<file path="src/rtl/loader_pkg.sv">
// Shared constants and state encodings for the UART program loader.
package loader_pkg;

    localparam logic [7:0]  LOADER_HDR       = 8'hA5;
    localparam int unsigned LOADER_LEN_BYTES = 2;
    localparam int unsigned LEN_W            = 8 * LOADER_LEN_BYTES;

    typedef enum logic [1:0] {
        R_IDLE,
        R_START,
        R_DATA,
        R_STOP
    } rx_state_t;

    typedef enum logic [2:0] {
        F_HDR,
        F_LENH,
        F_LENL,
        F_DATA,
        F_CSUM,
        F_DONE
    } frame_state_t;

endpackage

</file>
<file path="src/rtl/uart_rx_byte.sv">
// 8N1 UART byte receiver: 2-flop synchronizer, mid-bit sampling, stop-bit check.
module uart_rx_byte
    import loader_pkg::*;
#(
    parameter int unsigned BIT_CYCLES = 138
) (
    input  logic       CLK,
    input  logic       RST,
    input  logic       RX,
    output logic       byte_valid,
    output logic [7:0] byte_data,
    output logic       frame_err
);

    localparam int unsigned CNT_W = $clog2(BIT_CYCLES + 1);
    localparam logic [CNT_W-1:0] HALF_LAST = CNT_W'(BIT_CYCLES / 2 - 1);
    localparam logic [CNT_W-1:0] FULL_LAST = CNT_W'(BIT_CYCLES - 1);

    rx_state_t        state, state_n;
    logic             rx_meta, rx_sync, rx_prev;
    logic [CNT_W-1:0] cnt, cnt_n;
    logic [2:0]       bit_idx, bit_idx_n;
    logic [7:0]       shreg, shreg_n;
    logic [7:0]       byte_data_n;
    logic             byte_valid_n, frame_err_n;

    always_ff @(posedge CLK or posedge RST) begin
        if (RST) begin
            rx_meta    <= 1'b1;
            rx_sync    <= 1'b1;
            rx_prev    <= 1'b1;
            state      <= R_IDLE;
            cnt        <= '0;
            bit_idx    <= '0;
            shreg      <= '0;
            byte_data  <= '0;
            byte_valid <= 1'b0;
            frame_err  <= 1'b0;
        end else begin
            rx_meta    <= RX;
            rx_sync    <= rx_meta;
            rx_prev    <= rx_sync;
            state      <= state_n;
            cnt        <= cnt_n;
            bit_idx    <= bit_idx_n;
            shreg      <= shreg_n;
            byte_data  <= byte_data_n;
            byte_valid <= byte_valid_n;
            frame_err  <= frame_err_n;
        end
    end

    // Bit-timing FSM; counter restarts at every sample point so samples stay mid-bit.
    always_comb begin
        state_n      = state;
        cnt_n        = cnt + CNT_W'(1);
        bit_idx_n    = bit_idx;
        shreg_n      = shreg;
        byte_data_n  = byte_data;
        byte_valid_n = 1'b0;
        frame_err_n  = 1'b0;
        case (state)
            R_IDLE: begin
                cnt_n = '0;
                if (rx_prev && !rx_sync) state_n = R_START;
            end
            R_START: begin
                if (cnt == HALF_LAST) begin
                    cnt_n     = '0;
                    bit_idx_n = '0;
                    state_n   = rx_sync ? R_IDLE : R_DATA;
                end
            end
            R_DATA: begin
                if (cnt == FULL_LAST) begin
                    cnt_n   = '0;
                    shreg_n = {rx_sync, shreg[7:1]};
                    if (bit_idx == 3'd7) state_n = R_STOP;
                    else                 bit_idx_n = bit_idx + 3'd1;
                end
            end
            R_STOP: begin
                if (cnt == FULL_LAST) begin
                    cnt_n   = '0;
                    state_n = R_IDLE;
                    if (rx_sync) begin
                        byte_valid_n = 1'b1;
                        byte_data_n  = shreg;
                    end else begin
                        frame_err_n = 1'b1;
                    end
                end
            end
            default: state_n = R_IDLE;
        endcase
    end

endmodule

</file>
<file path="src/rtl/uart_loader.sv">
// Framed UART program loader: writes big-endian words to program RAM, releases HOLD on valid checksum.
module uart_loader
    import loader_pkg::*;
#(
    parameter int unsigned CLK_HZ     = 16000000,
    parameter int unsigned BAUD       = 115200,
    parameter int unsigned ADDR_WIDTH = 11,
    parameter int unsigned MAX_WORDS  = 2048
) (
    input  logic                  CLK,
    input  logic                  RST,
    input  logic                  RX,
    output logic                  WEN,
    output logic [ADDR_WIDTH-1:0] WADDR,
    output logic [31:0]           WDATA,
    output logic                  HOLD,
    output logic                  DONE,
    output logic                  ERR
);

    localparam int unsigned BIT_CYCLES = CLK_HZ / BAUD;

    logic       byte_valid, frame_err;
    logic [7:0] byte_data;

    uart_rx_byte #(.BIT_CYCLES(BIT_CYCLES)) u_rx (
        .CLK        (CLK),
        .RST        (RST),
        .RX         (RX),
        .byte_valid (byte_valid),
        .byte_data  (byte_data),
        .frame_err  (frame_err)
    );

    frame_state_t          state, state_n;
    logic [LEN_W-1:0]      len, len_n, new_len, word_cnt, word_cnt_n, word_cnt_inc;
    logic [1:0]            byte_idx, byte_idx_n;
    logic [23:0]           word_sh, word_sh_n;
    logic [7:0]            csum, csum_n;
    logic                  wen_n, hold_n, done_n, err_n;
    logic [ADDR_WIDTH-1:0] waddr_n;
    logic [31:0]           wdata_n;

    always_ff @(posedge CLK or posedge RST) begin
        if (RST) begin
            state    <= F_HDR;
            len      <= '0;
            word_cnt <= '0;
            byte_idx <= '0;
            word_sh  <= '0;
            csum     <= '0;
            WEN      <= 1'b0;
            WADDR    <= '0;
            WDATA    <= '0;
            HOLD     <= 1'b1;
            DONE     <= 1'b0;
            ERR      <= 1'b0;
        end else begin
            state    <= state_n;
            len      <= len_n;
            word_cnt <= word_cnt_n;
            byte_idx <= byte_idx_n;
            word_sh  <= word_sh_n;
            csum     <= csum_n;
            WEN      <= wen_n;
            WADDR    <= waddr_n;
            WDATA    <= wdata_n;
            HOLD     <= hold_n;
            DONE     <= done_n;
            ERR      <= err_n;
        end
    end

    assign new_len      = {len[LEN_W-1:8], byte_data};
    assign word_cnt_inc = word_cnt + LEN_W'(1);

    // Frame parser; a receiver framing error aborts any frame still in progress.
    always_comb begin
        state_n    = state;
        len_n      = len;
        word_cnt_n = word_cnt;
        byte_idx_n = byte_idx;
        word_sh_n  = word_sh;
        csum_n     = csum;
        wen_n      = 1'b0;
        waddr_n    = WEN ? WADDR + ADDR_WIDTH'(1) : WADDR;
        wdata_n    = WDATA;
        hold_n     = HOLD;
        done_n     = DONE;
        err_n      = ERR;
        if (frame_err && state != F_DONE) begin
            err_n   = 1'b1;
            state_n = F_HDR;
        end else if (byte_valid) begin
            case (state)
                F_HDR: begin
                    if (byte_data == LOADER_HDR) begin
                        err_n      = 1'b0;
                        waddr_n    = '0;
                        csum_n     = '0;
                        byte_idx_n = '0;
                        word_cnt_n = '0;
                        state_n    = F_LENH;
                    end
                end
                F_LENH: begin
                    len_n   = {byte_data, len[7:0]};
                    state_n = F_LENL;
                end
                F_LENL: begin
                    len_n = new_len;
                    if (new_len == '0 || new_len > LEN_W'(MAX_WORDS)) begin
                        err_n   = 1'b1;
                        state_n = F_HDR;
                    end else begin
                        state_n = F_DATA;
                    end
                end
                F_DATA: begin
                    csum_n     = csum ^ byte_data;
                    word_sh_n  = {word_sh[15:0], byte_data};
                    byte_idx_n = byte_idx + 2'd1;
                    if (byte_idx == 2'd3) begin
                        wen_n      = 1'b1;
                        wdata_n    = {word_sh, byte_data};
                        word_cnt_n = word_cnt_inc;
                        if (word_cnt_inc == len) state_n = F_CSUM;
                    end
                end
                F_CSUM: begin
                    if (byte_data == csum) begin
                        done_n  = 1'b1;
                        hold_n  = 1'b0;
                        state_n = F_DONE;
                    end else begin
                        err_n   = 1'b1;
                        state_n = F_HDR;
                    end
                end
                F_DONE: state_n = F_DONE;
                default: state_n = F_HDR;
            endcase
        end
    end

endmodule

</file>
<file path="config.mk">
export PLATFORM = sky130hd
export DESIGN_NAME = uart_loader
export DESIGN_NICKNAME = d
export VERILOG_FILES = /design/src/rtl/loader_pkg.sv /design/src/rtl/uart_rx_byte.sv /design/src/rtl/uart_loader.sv
export SDC_FILE = /design/constraint.sdc
export NUM_CORES = 1
export LEC_CHECK = 0
export BUFFER_PORTS_ARGS = -buffer_cell sky130_fd_sc_hd__clkbuf_2
export CAP_MARGIN = 0
export CORE_ASPECT_RATIO = 0.75
export CORE_MARGIN = 2
export CORE_UTILIZATION = 49
export CTS_BUF_LIST = sky130_fd_sc_hd__clkbuf_4 sky130_fd_sc_hd__clkbuf_8 sky130_fd_sc_hd__clkbuf_16
export CTS_CLUSTER_SIZE = 24
export DETAILED_ROUTE_END_ITERATION = 6
export GPL_TIMING_DRIVEN = 1
export PLACE_DENSITY = 0.66
export SYNTH_ARGS = -nofsm -noshare
export SYNTH_HDL_FRONTEND = slang
export SYNTH_HIERARCHICAL = 1
export SYNTH_SLANG_ARGS = --single-unit
</file>
<file path="constraint.sdc">
create_clock -name CLK -period 5.65 [get_ports CLK]
set_clock_uncertainty 0.2 [all_clocks]
set_input_delay 0.2825 -clock CLK [delete_from_list [all_inputs] [get_ports CLK]]
set_output_delay 0.2825 -clock CLK [all_outputs]
set_load 0.03 [all_outputs]
</file>
Yosys cells after proc, flatten, opt, wreduce, memory -nomap -nowiden
Index checks and enable logic that the tools add are counted.
{"block": "op_classes", "n_addsub": 5, "order_cmp": 1, "eq_ne": 29, "muxes": 51, "bitwise": 4, "n_reduce_logical": 25}
{"cell": "16-bit case mux with 2 select lines", "count": 2}
{"cell": "11-bit 2-to-1 mux", "count": 5}
{"cell": "16-bit 2-to-1 mux", "count": 2}
{"cell": "4-bit AND reduction", "count": 7}
{"cell": "3-bit 2-to-1 mux", "count": 9}
{"cell": "8-bit 2-to-1 mux", "count": 3}
{"cell": "8-bit case mux with 3 select lines", "count": 1}
{"cell": "3-bit != test (second input constant)", "count": 6}
{"cell": "3-bit case mux with 6 select lines", "count": 1}
{"cell": "16-bit by 1-bit adder with 16-bit output (second input constant)", "count": 1}
{"cell": "16-bit == test", "count": 1}
{"cell": "8-bit == test (second input constant)", "count": 2}
{"cell": "16-bit by 12-bit greater-than comparator with 1-bit output (second input constant)", "count": 1}
{"cell": "16-bit zero test", "count": 1}
{"cell": "2-bit 2-to-1 mux", "count": 8}
{"cell": "8-bit case mux with 2 select lines", "count": 1}
{"cell": "1-bit 2-to-1 mux", "count": 15}
{"cell": "5-bit AND reduction", "count": 3}
{"cell": "11-bit by 1-bit adder with 11-bit output (second input constant)", "count": 1}
{"cell": "2-bit by 1-bit != test with 1-bit output (second input constant)", "count": 5}
{"cell": "3-bit == test (second input constant)", "count": 3}
{"cell": "8-bit by 1-bit adder with 8-bit output (second input constant)", "count": 1}
{"cell": "8-bit by 7-bit == test with 1-bit output (second input constant)", "count": 1}
{"cell": "8-bit == test", "count": 1}
{"cell": "23 further kinds", "count": 34}
{"block": "totals", "reg_bits": 150, "in_bits": 3, "output_inout_bits": 47, "wordCells": 138}

Depth between registers and ports, before layout
Gate-level depths: netlist of run 1.
{"block": "logic_depth", "ltp_word": 7, "ltp_mapped": 9, "ltp_nobuf": 8}

Cells and area by module
Netlist of run 1, hierarchy kept.
{"module": "uart_loader", "instances": 1, "cells_per_inst": 603, "area_each_um2": 5509.0, "seq_area_each_um2": 2904.0}
{"module": "uart_rx_byte", "instances": 1, "cells_per_inst": 118, "area_each_um2": 1540.2, "seq_area_each_um2": 854.6}

Worst setup path before layout of run 1
No wires, ideal clock.
{"block": "synth_timing", "path_kind": "register to register", "start": "register word_cnt[0]", "end": "register state[0] (netlist name)", "setup_ns": 0.125, "arrival_time_ns": 2.232, "required_time_ns": 5.325, "path_slack_ns": 3.093, "stages_incl_launch_ff": 9, "path_buffers": 0, "period_less_slack_ns": 2.557, "path_cell_list": "dfrtp_1 ha_1 nand3_1 nor4_1 xnor2_1 o211ai_2 nor4_4 a21oi_2 mux2_4"}
{"element": "start, declared", "line": "uart_loader.sv:36", "rtl": "logic [LEN_W-1:0] len, len_n, new_len, word_cnt, word_cnt_n, word_cnt_inc;"}
{"element": "start signal, assigned", "line": "uart_loader.sv:61", "rtl": "word_cnt <= word_cnt_n;"}

==> results of run 1 <==
synth_stat cells (all sizes together), types with 4 or more instances:
cell and number:
nand4 16, nor4 5, nand2 209, o211ai 4, or3 8, inv 11, nor3 5, dfrtp 146
buf 11, clkbuf 24, dfstp 4, nor2 34, a21oi 16, nand3b 4, and2 7, mux2 35
xor2 19, and4 4, and3 7, nand3 12, o21ai 55, xnor2 22, o31ai 7, ha 8
power groups by stage:
stage               logic, W  registers [W]  clock network [W]
detailed placement  0.000136        0.00117                  0
floorplan           0.000118        0.00115                  0
finish              0.000136        0.00115            0.00110
global placement    0.000126        0.00117                  0
global route        0.000157        0.00116            0.00117
CTS                 0.000137        0.00115            0.00112
final timing paths:
check	from	end	slack [ps]	cells after the start
setup / recovery	state[2]	word_cnt[12]	2030	7
hold / removal	u_rx/rx_meta	u_rx/rx_sync	160	0
setup reg to reg	state[2]	word_cnt[12]	2030	7
hold reg to reg	u_rx/rx_meta	u_rx/rx_sync	160	0
max in group asynchronous	RST	WDATA[2]	3700	4
min in group asynchronous	RST	u_rx/cnt[5]	350	4
metal layers:
layer	wire, um	global-route usage	part of all wire
met1	8050	0.340	0.52
met3	736	0.0423	0.047
met2	6770	0.301	0.43
met5	0	0	0
met4	44	0.0523	0.0028
what timing repair did:
action,CTS,global route
endpoints found under the hold margin,99,0
hold buffers,2,0
endpoints found under the setup margin,0,0
final cells by class:
| type | instances | area [um2] | share of cell area |
|---|---|---|---|
| clock buffer | 18 | 439 | 0.0549 |
| clock inverter | 12 | 131 | 0.0164 |
| inverter | 11 | 43.8 | 0.00547 |
| multi-input combinational | 525 | 3120 | 0.390 |
| sequential | 150 | 3760 | 0.470 |
| tap | 175 | 219 | 0.0274 |
| timing repair buffer | 54 | 288 | 0.0360 |
through the flow:
step / worst slack [ps] / total power (W) / hold slack, ps / std cells / area (um2)
CTS: 2030 / 0.00240 / 163 / 945 / 8000
detailed placement: 2060 / 0.00130 / 153 / 913 / 7410
finish: 2030 / 0.00239 / 160 / 945 / 8000
global placement: 2170 / 0.00129 / 146 / 913 / 7410
global route: 1660 / 0.00248 / 167 / 945 / 8000
floorplan: 2100 / 0.00127 / 87.0 / 721 / 7050
registers in the layout, summed over array words and instances, names as in the netlist, 2 cells and up, named ones only:
| register | flops |
|---|---|
| WADDR | 11 |
| WDATA | 32 |
| byte_idx | 2 |
| csum | 8 |
| len | 16 |
| state | 3 |
| u_rx/bit_idx | 3 |
| u_rx/byte_data | 8 |
| u_rx/cnt | 8 |
| u_rx/shreg | 8 |
| word_cnt | 16 |
| word_sh | 24 |
worst max-delay path: stages, from the launching register on:
cell and delay, ps:
dfrtp_1 480, nor2_1 310, and3_1 240, nand3_2 830, inv_2 1010, and2_1 220
o21ai_0 70, o31ai_1 110
cell families (layout without fill, tap and decap cells):
logic type,after synthesis,after routing
and+or+nand+nor,335,335
buffers and inverters,46,95
DFF,150,150
AOI/OAI and AO/OA,104,104
xor gates and xnor gates,41,41
muxes,37,37
adders and majority gates,8,8
==> results.json, run 1 <==
{
  "row_count": 37,
  "final_common_cell": "nand2_1",
  "postSynthCellCount": 721,
  "status": "completed",
  "finalCriticalPeriod_ps": 3620,
  "power_frac_comb": 0.057,
  "seq_area_frac_synth": 0.533,
  "grt_max_degree": 69,
  "cts_max_path_buffers": 2,
  "drt_first_pass_iters": 5,
  "fin_crit_sh": 0.641,
  "synth.distinct_cells": 68,
  "async_reset_ff_frac": 1.00,
  "hold_path_class": "reg2reg",
  "endpoint_kind": "register",
  "die-area_um2": 15400,
  "clock_sinks": 150,
  "power_density_nw_per_um2": 298,
  "viasPerCell": 5.64,
  "synth_area_um2": 7050,
  "antenna_left": 0,
  "die_y_um": 108,
  "die_w_um": 142,
  "start_util": 0.508,
  "start_kind": "register",
  "p_leak_nw": 4.09,
  "slew_violations": 0,
  "clock_latency_ps": 410,
  "final_cell_mix": "nand2_1, dfrtp_1, clkbuf_2, o21ai_0, mux2_2",
  "cts_max_level": 4,
  "wl_um": 15600,
  "dr.first_iter.drc_count": 396,
  "synthTopCellsByArea": "dfrtp_1, nand2_1, mux2_2",
  "syn_area_per_cell_um2": 9.78,
  "ys_seq_elements": 150,
  "p_sw_w": 0.000568,
  "post_cts_buffers": 0,
  "pwr-share-seq": 0.482,
  "diodes": 0,
  "tritoncts": "yes",
  "hpwl_um": 10500,
  "yosys.area_share.simple": 0.226,
  "port_buffers": 49,
  "crit_path_max_fanout": 51,
  "nFillCells": 1172,
  "rsz0062_at_grt": "no",
  "synth_mux_area_frac": 0.0611,
  "ys_dominant_reg_cell": "dfrtp_1",
  "grt.overflow.total": 0,
  "cts_root_buf": "clkbuf_16",
  "relSlewSlack": 0.276,
  "vdd_drop_max_mv": 0.187,
  "grtUsageTotal": 0.215,
  "io_pins": 50,
  "vias": 5328,
  "synth_compound_area_frac": 0.0886,
  "drc": 0,
  "max_cap_viol_count": 0,
  "synth_edf_count": 0,
  "gp_congestion": 0.834,
  "drive_gt1_frac": 0.182,
  "routedWlPerCell_um": 16.5,
  "synth_top_family_by_area": "simple AND/OR/NAND/NOR gates",
  "synth_top_area_cell": "dfrtp_1",
  "final.setup.tns_ps": 0,
  "syn-num-nets": 732,
  "yosysWarnings": 6,
  "core_area_um2": 13900,
  "arrival_ps": 3710,
  "intPower_w": 0.00182,
  "worstSetupPathType": "reg2reg",
  "switching_share": 0.238,
  "synth_top_area_frac": 0.518,
  "antenna_found_initial": 0,
  "final_nets": 770,
  "synthAdderAreaFrac": 0.0142,
  "max_slew.worst_pin.slew_ps": 1090,
  "synth_xor_area_frac": 0.0509,
  "fin_util": 0.576,
  "clockPowerShare": 0.461,
  "grt_pass1_vias": 5037,
  "fmax_ghz": 0.276,
  "finalSetupViolations": 0,
  "clk_pin_slew_ps": 60,
  "cts_buffers": 17,
  "grt_first_pass_wirelength_um": 25800,
  "hold_violations": 0,
  "area_delta_synth_final_pct": 13.5,
  "cts_resized": 0,
  "cp_data_required_time_ps": 5730
}
No activity file was read; power rests on OpenSTA's default activity.
==> run 2, diff against run 1 <==
- clock period: 5.65 -> 3.5 ns (I/O delays scaled with it)
==> results.json, run 2 (synthesis results as in run 1) <==
{
  "status": "completed",
  "crit_chain": "ha_1 -> nand3_1 -> nor3_1 -> xnor2_1 -> nand4_1 -> nor4_4 -> a21oi_2 -> mux2_4",
  "grt.overflow.total": 0,
  "cts_root_buf": "clkbuf_16",
  "hpwl_um": 10400,
  "grt_pass1_vias": 5014,
  "arrival_ps": 3010,
  "cp_data_required_time_ps": 3600,
  "drc": 0,
  "rsz0062_at_grt": "no",
  "relSlewSlack": 0.267,
  "final_common_cell": "nand2_1",
  "die-area_um2": 15400,
  "vias": 5256,
  "nFillCells": 1184,
  "port_buffers": 49,
  "cts_max_path_buffers": 2,
  "tritoncts": "yes",
  "cts_buffers": 17,
  "drt_first_pass_iters": 5,
  "final_nets": 774,
  "top_register": "WDATA",
  "finalCriticalPeriod_ps": 2910,
  "fmax_ghz": 0.343,
  "slew_violations": 0,
  "crit_slowest_cell": "dfrtp_1",
  "slowest_delay_ps": 510,
  "gp_congestion": 0.859,
  "antenna_left": 0,
  "start_util": 0.508,
  "clk_pin_slew_ps": 70,
  "hold_violations": 0,
  "clock_sinks": 150,
  "io_pins": 50,
  "endpoint_kind": "register",
  "die_w_um": 142,
  "worstSetupPathType": "reg2reg",
  "viasPerCell": 5.53,
  "clock_latency_ps": 420,
  "largest_reg_flops": 32,
  "final.setup.tns_ps": 0,
  "hold_path_class": "reg2reg",
  "max_cap_viol_count": 0,
  "vdd_drop_max_mv": 0.276,
  "grt_max_degree": 67,
  "largestRegisters": "WDATA x32, word_sh x24",
  "multi_input_area_um2": 3120,
  "diodes": 0,
  "p_leak_nw": 4.10,
  "cts_max_level": 4,
  "layout_setup_ws_ps": 587,
  "final_cell_mix": "nand2_1, dfrtp_1, clkbuf_2, o21ai_0, mux2_2",
  "grtUsageTotal": 0.212,
  "die_y_um": 108,
  "row_count": 37,
  "place_ws_ps": 605,
  "wl_um": 15400,
  "dr.first_iter.drc_count": 417,
  "core_area_um2": 13900,
  "crit_path_max_fanout": 7,
  "grt_first_pass_wirelength_um": 25400,
  "power_density_nw_per_um2": 479,
  "start_kind": "register",
  "finalNonFillerCells": 951,
  "place_inst": 917,
  "routedWlPerCell_um": 16.2,
  "max_slew.worst_pin.slew_ps": 1090,
  "fin_crit_sh": 0.832,
  "cts_resized": 0,
  "finalSetupViolations": 0,
  "seqCellArea_um2": 3760,
  "antenna_found_initial": 0,
  "drive_gt1_frac": 0.188,
  "rrSetupSlack_ps": 590,
  "area_delta_synth_final_pct": 14.1
}
## run 2: cell types whose count changed in the layout (fill, tap and decap cells not counted), sizes merged
| cell | change |
|---|---|
| clkinv | -7 |
| inv | +4 |
| clkinvlp | +4 |
| clkbuf | +2 |
| bufinv | -1 |
| buf | +4 |
## run 2: timing repair
| action | 4_1_cts | 5_1_grt |
|---|---|---|
| setup buffers | 0 | 0 |
| hold buffers | 2 | 0 |
| endpoints found under the hold margin | 88 | 0 |
## run 2: per-stage QoR
step                      hold WS [ps]  area [um2]  power, W   util
final                              157        8040   0.00385  0.579
after global routing               166        8040   0.00400  0.579
after CTS                          159        8040   0.00389  0.579
after detailed placement          65.5        7450   0.00211  0.536
after global placement            64.1        7450   0.00209  0.536
after floorplan                  -20.5        7050   0.00205      -
## run 2: power by group
group	internal (W)	leakage, nW	switching (W)
clock network	0.00102	0.269	0.000750
registers	0.00178	2.06	0.0000756
logic	0.0000900	1.77	0.000129
total	0.00290	4.10	0.000955
## run 2: path summary, 6_finish.rpt
| check | from | to | cells past startpoint |
|---|---|---|---|
| setup reg to reg | word_cnt[0] | state[0] | 8 |
| max in group asynchronous | RST | u_rx/bit_idx[0] | 4 |
| hold / removal | u_rx/rx_meta | u_rx/rx_sync | 0 |
| min in group asynchronous | RST | WDATA[4] | 3 |
| hold reg to reg | u_rx/rx_meta | u_rx/rx_sync | 0 |
| setup / recovery | word_cnt[0] | state[0] | 8 |
## run 2: routing by layer
layer,part of all wire,track usage,vias up
li1,-,-,2549
met1,0.51,0.324,2568
met2,0.43,0.302,126
met3,0.050,0.0440,13
met4,0.010,0.0679,0
met5,0,0,-
## run 2: worst max-delay path, delay by kind of cell (launching register included)
kind	cells	cell delay [ps]
AO/OA/AOI/OAI	1	60
XOR/XNOR	1	170
adder cells (fa/ha/maj)	1	340
flip-flops	1	510
multiplexers	1	300
AND/OR/NAND/NOR	4	1220
## run 2: final cells by class
type | instances | area share
flip-flops and latches | 150 | 0.467
multi-input cells | 525 | 0.388
clock buffers | 20 | 0.0565
repair buffers | 58 | 0.0411
well taps | 175 | 0.0272
clock inverters | 12 | 0.0148
inverters | 11 | 0.00544
==> run 3, diff against run 2 <==
- PLACE_DENSITY: 0.66 -> 0.68
- clock period: 3.5 -> 2.6 ns (I/O delays scaled with it)
==> results.json, run 3 (synthesis results as in run 1) <==
{
  "clockPowerShare": 0.488,
  "final_nets": 808,
  "drc": 0,
  "relSlewSlack": 0.522,
  "cp_data_required_time_ps": 2700,
  "vias": 5459,
  "die-area_um2": 15400,
  "cts_max_level": 4,
  "fin_crit_sh": 0.968,
  "top_register": "WDATA",
  "hpwl_um": 11300,
  "finalSetupViolations": 0,
  "routedWlPerCell_um": 16.4,
  "clock_latency_ps": 420,
  "worstSetupPathType": "reg2reg",
  "cts_max_path_buffers": 2,
  "cts_root_buf": "clkbuf_16",
  "cts_buffers": 17,
  "final_common_cell": "nand2_1",
  "place_ws_ps": -119,
  "port_buffers": 49,
  "antenna_found_initial": 0,
  "max_cap_viol_count": 0,
  "layout_setup_ws_ps": 82.0,
  "arrival_ps": 2620,
  "gp_congestion": 0.865,
  "endpoint_kind": "register",
  "drt_first_pass_iters": 5,
  "start_util": 0.508,
  "io_pins": 50,
  "start_kind": "register",
  "grt_pass1_vias": 5239,
  "power_density_nw_per_um2": 648,
  "largestRegisters": "WDATA x32, word_sh x24",
  "clk_pin_slew_ps": 60,
  "largest_reg_flops": 32,
  "max_slew.worst_pin.slew_ps": 715,
  "core_area_um2": 13900,
  "p_leak_nw": 4.34,
  "die_w_um": 142,
  "fmax_ghz": 0.397,
  "fin_util": 0.606,
  "area_delta_synth_final_pct": 19.5,
  "dr.first_iter.drc_count": 411,
  "diodes": 0,
  "final_cell_mix": "nand2_1, dfrtp_1, clkbuf_2, o21ai_0, buf_4",
  "pwr-share-seq": 0.459,
  "hold_path_class": "in2reg",
  "grt.overflow.total": 0,
  "wl_um": 16100,
  "row_count": 37,
  "seqCellArea_um2": 3760,
  "grt_first_pass_wirelength_um": 26800,
  "crit_path_max_fanout": 6,
  "power_frac_comb": 0.053,
  "clock_sinks": 150,
  "nFillCells": 1178,
  "switching_share": 0.216,
  "finalCriticalPeriod_ps": 2520,
  "grt_max_degree": 41,
  "hold_violations": 0,
  "drive_gt1_frac": 0.231,
  "status": "completed",
  "slew_violations": 0,
  "tritoncts": "yes",
  "vdd_drop_max_mv": 0.540,
  "p_sw_w": 0.00118,
  "intPower_w": 0.00428,
  "viasPerCell": 5.54,
  "final.setup.tns_ps": 0,
  "grtUsageTotal": 0.225,
  "die_y_um": 108,
  "multi_input_area_um2": 3160,
  "antenna_left": 0,
  "power_w": 0.00545
}
## run 3: changes by cell type in the layout (fill, tap and decap cells not counted), sizes merged
cell,previous run,this run
buf,7,41
clkinvlp,5,2
clkinv,1,2
inv,16,10
bufinv,1,4
clkbuf,69,74
## run 3: worst paths after layout
| kind | from | to | slack, ps | cells past startpoint |
|---|---|---|---|---|
| max | word_cnt[0] | state[1] | 80 | 9 |
| min | RX | u_rx/rx_meta | 150 | 2 |
| max reg2reg | word_cnt[0] | state[1] | 80 | 9 |
| min reg2reg | u_rx/rx_meta | u_rx/rx_sync | 160 | 0 |
| max in group asynchronous | RST | WDATA[29] | 1230 | 4 |
| min in group asynchronous | RST | u_rx/cnt[5] | 170 | 4 |
## run 3: final cells by class
class / instances / share of cell area
sequential: 150 / 0.447
tap: 175 / 0.0260
timing repair buffer: 92 / 0.0695
multi-input combinational: 525 / 0.375
inverter: 11 / 0.00535
clock inverter: 7 / 0.0168
clock buffer: 25 / 0.0606
## run 3: timing repair
| action | CTS | global route |
|---|---|---|
| endpoints found under the hold margin | 60 | 0 |
| setup buffers | 0 | 1 |
| endpoints found under the setup margin | 2 | 2 |
| pin swaps | 1 | 2 |
| hold buffers | 2 | 0 |
| gates resized for setup | 4 | 5 |
## run 3: power by group through the flow
stage,registers [W],logic (W),clock network (W)
after floorplan,0.00250,0.000257,0
after global placement,0.00254,0.000278,0
after detailed placement,0.00254,0.000293,0
after CTS,0.00250,0.000295,0.00272
after global routing,0.00251,0.000340,0.00283
final,0.00250,0.000291,0.00266
## run 3: through the flow
stage / cell area, um2 / cells / hold WS [ps]
after floorplan: 7050 / 721 / -65.5
after global placement: 7700 / 950 / 20.7
after detailed placement: 7700 / 950 / 22.9
after CTS: 8390 / 984 / 130
after global routing: 8420 / 985 / 139
final: 8420 / 985 / 148
## run 3: per-layer routing
| layer | part of all wire | vias to the layer above | track usage |
|---|---|---|---|
| met3 | 0.049 | 10 | 0.0556 |
| li1 | - | 2623 | - |
| met1 | 0.51 | 2689 | 0.339 |
| met5 | 0 | - | 0 |
| met2 | 0.43 | 137 | 0.329 |
| met4 | 0.0076 | 0 | 0.0516 |
## run 3: critical path, cell delays in order, from the launching register on
cell and delay, ps:
dfrtp_1 400, buf_4 180, and4_2 250, nand2_1 140, xnor2_1 180, a2111o_1 400, nor4_4 280, buf_4 170
a21oi_1 60, a21o_1 160
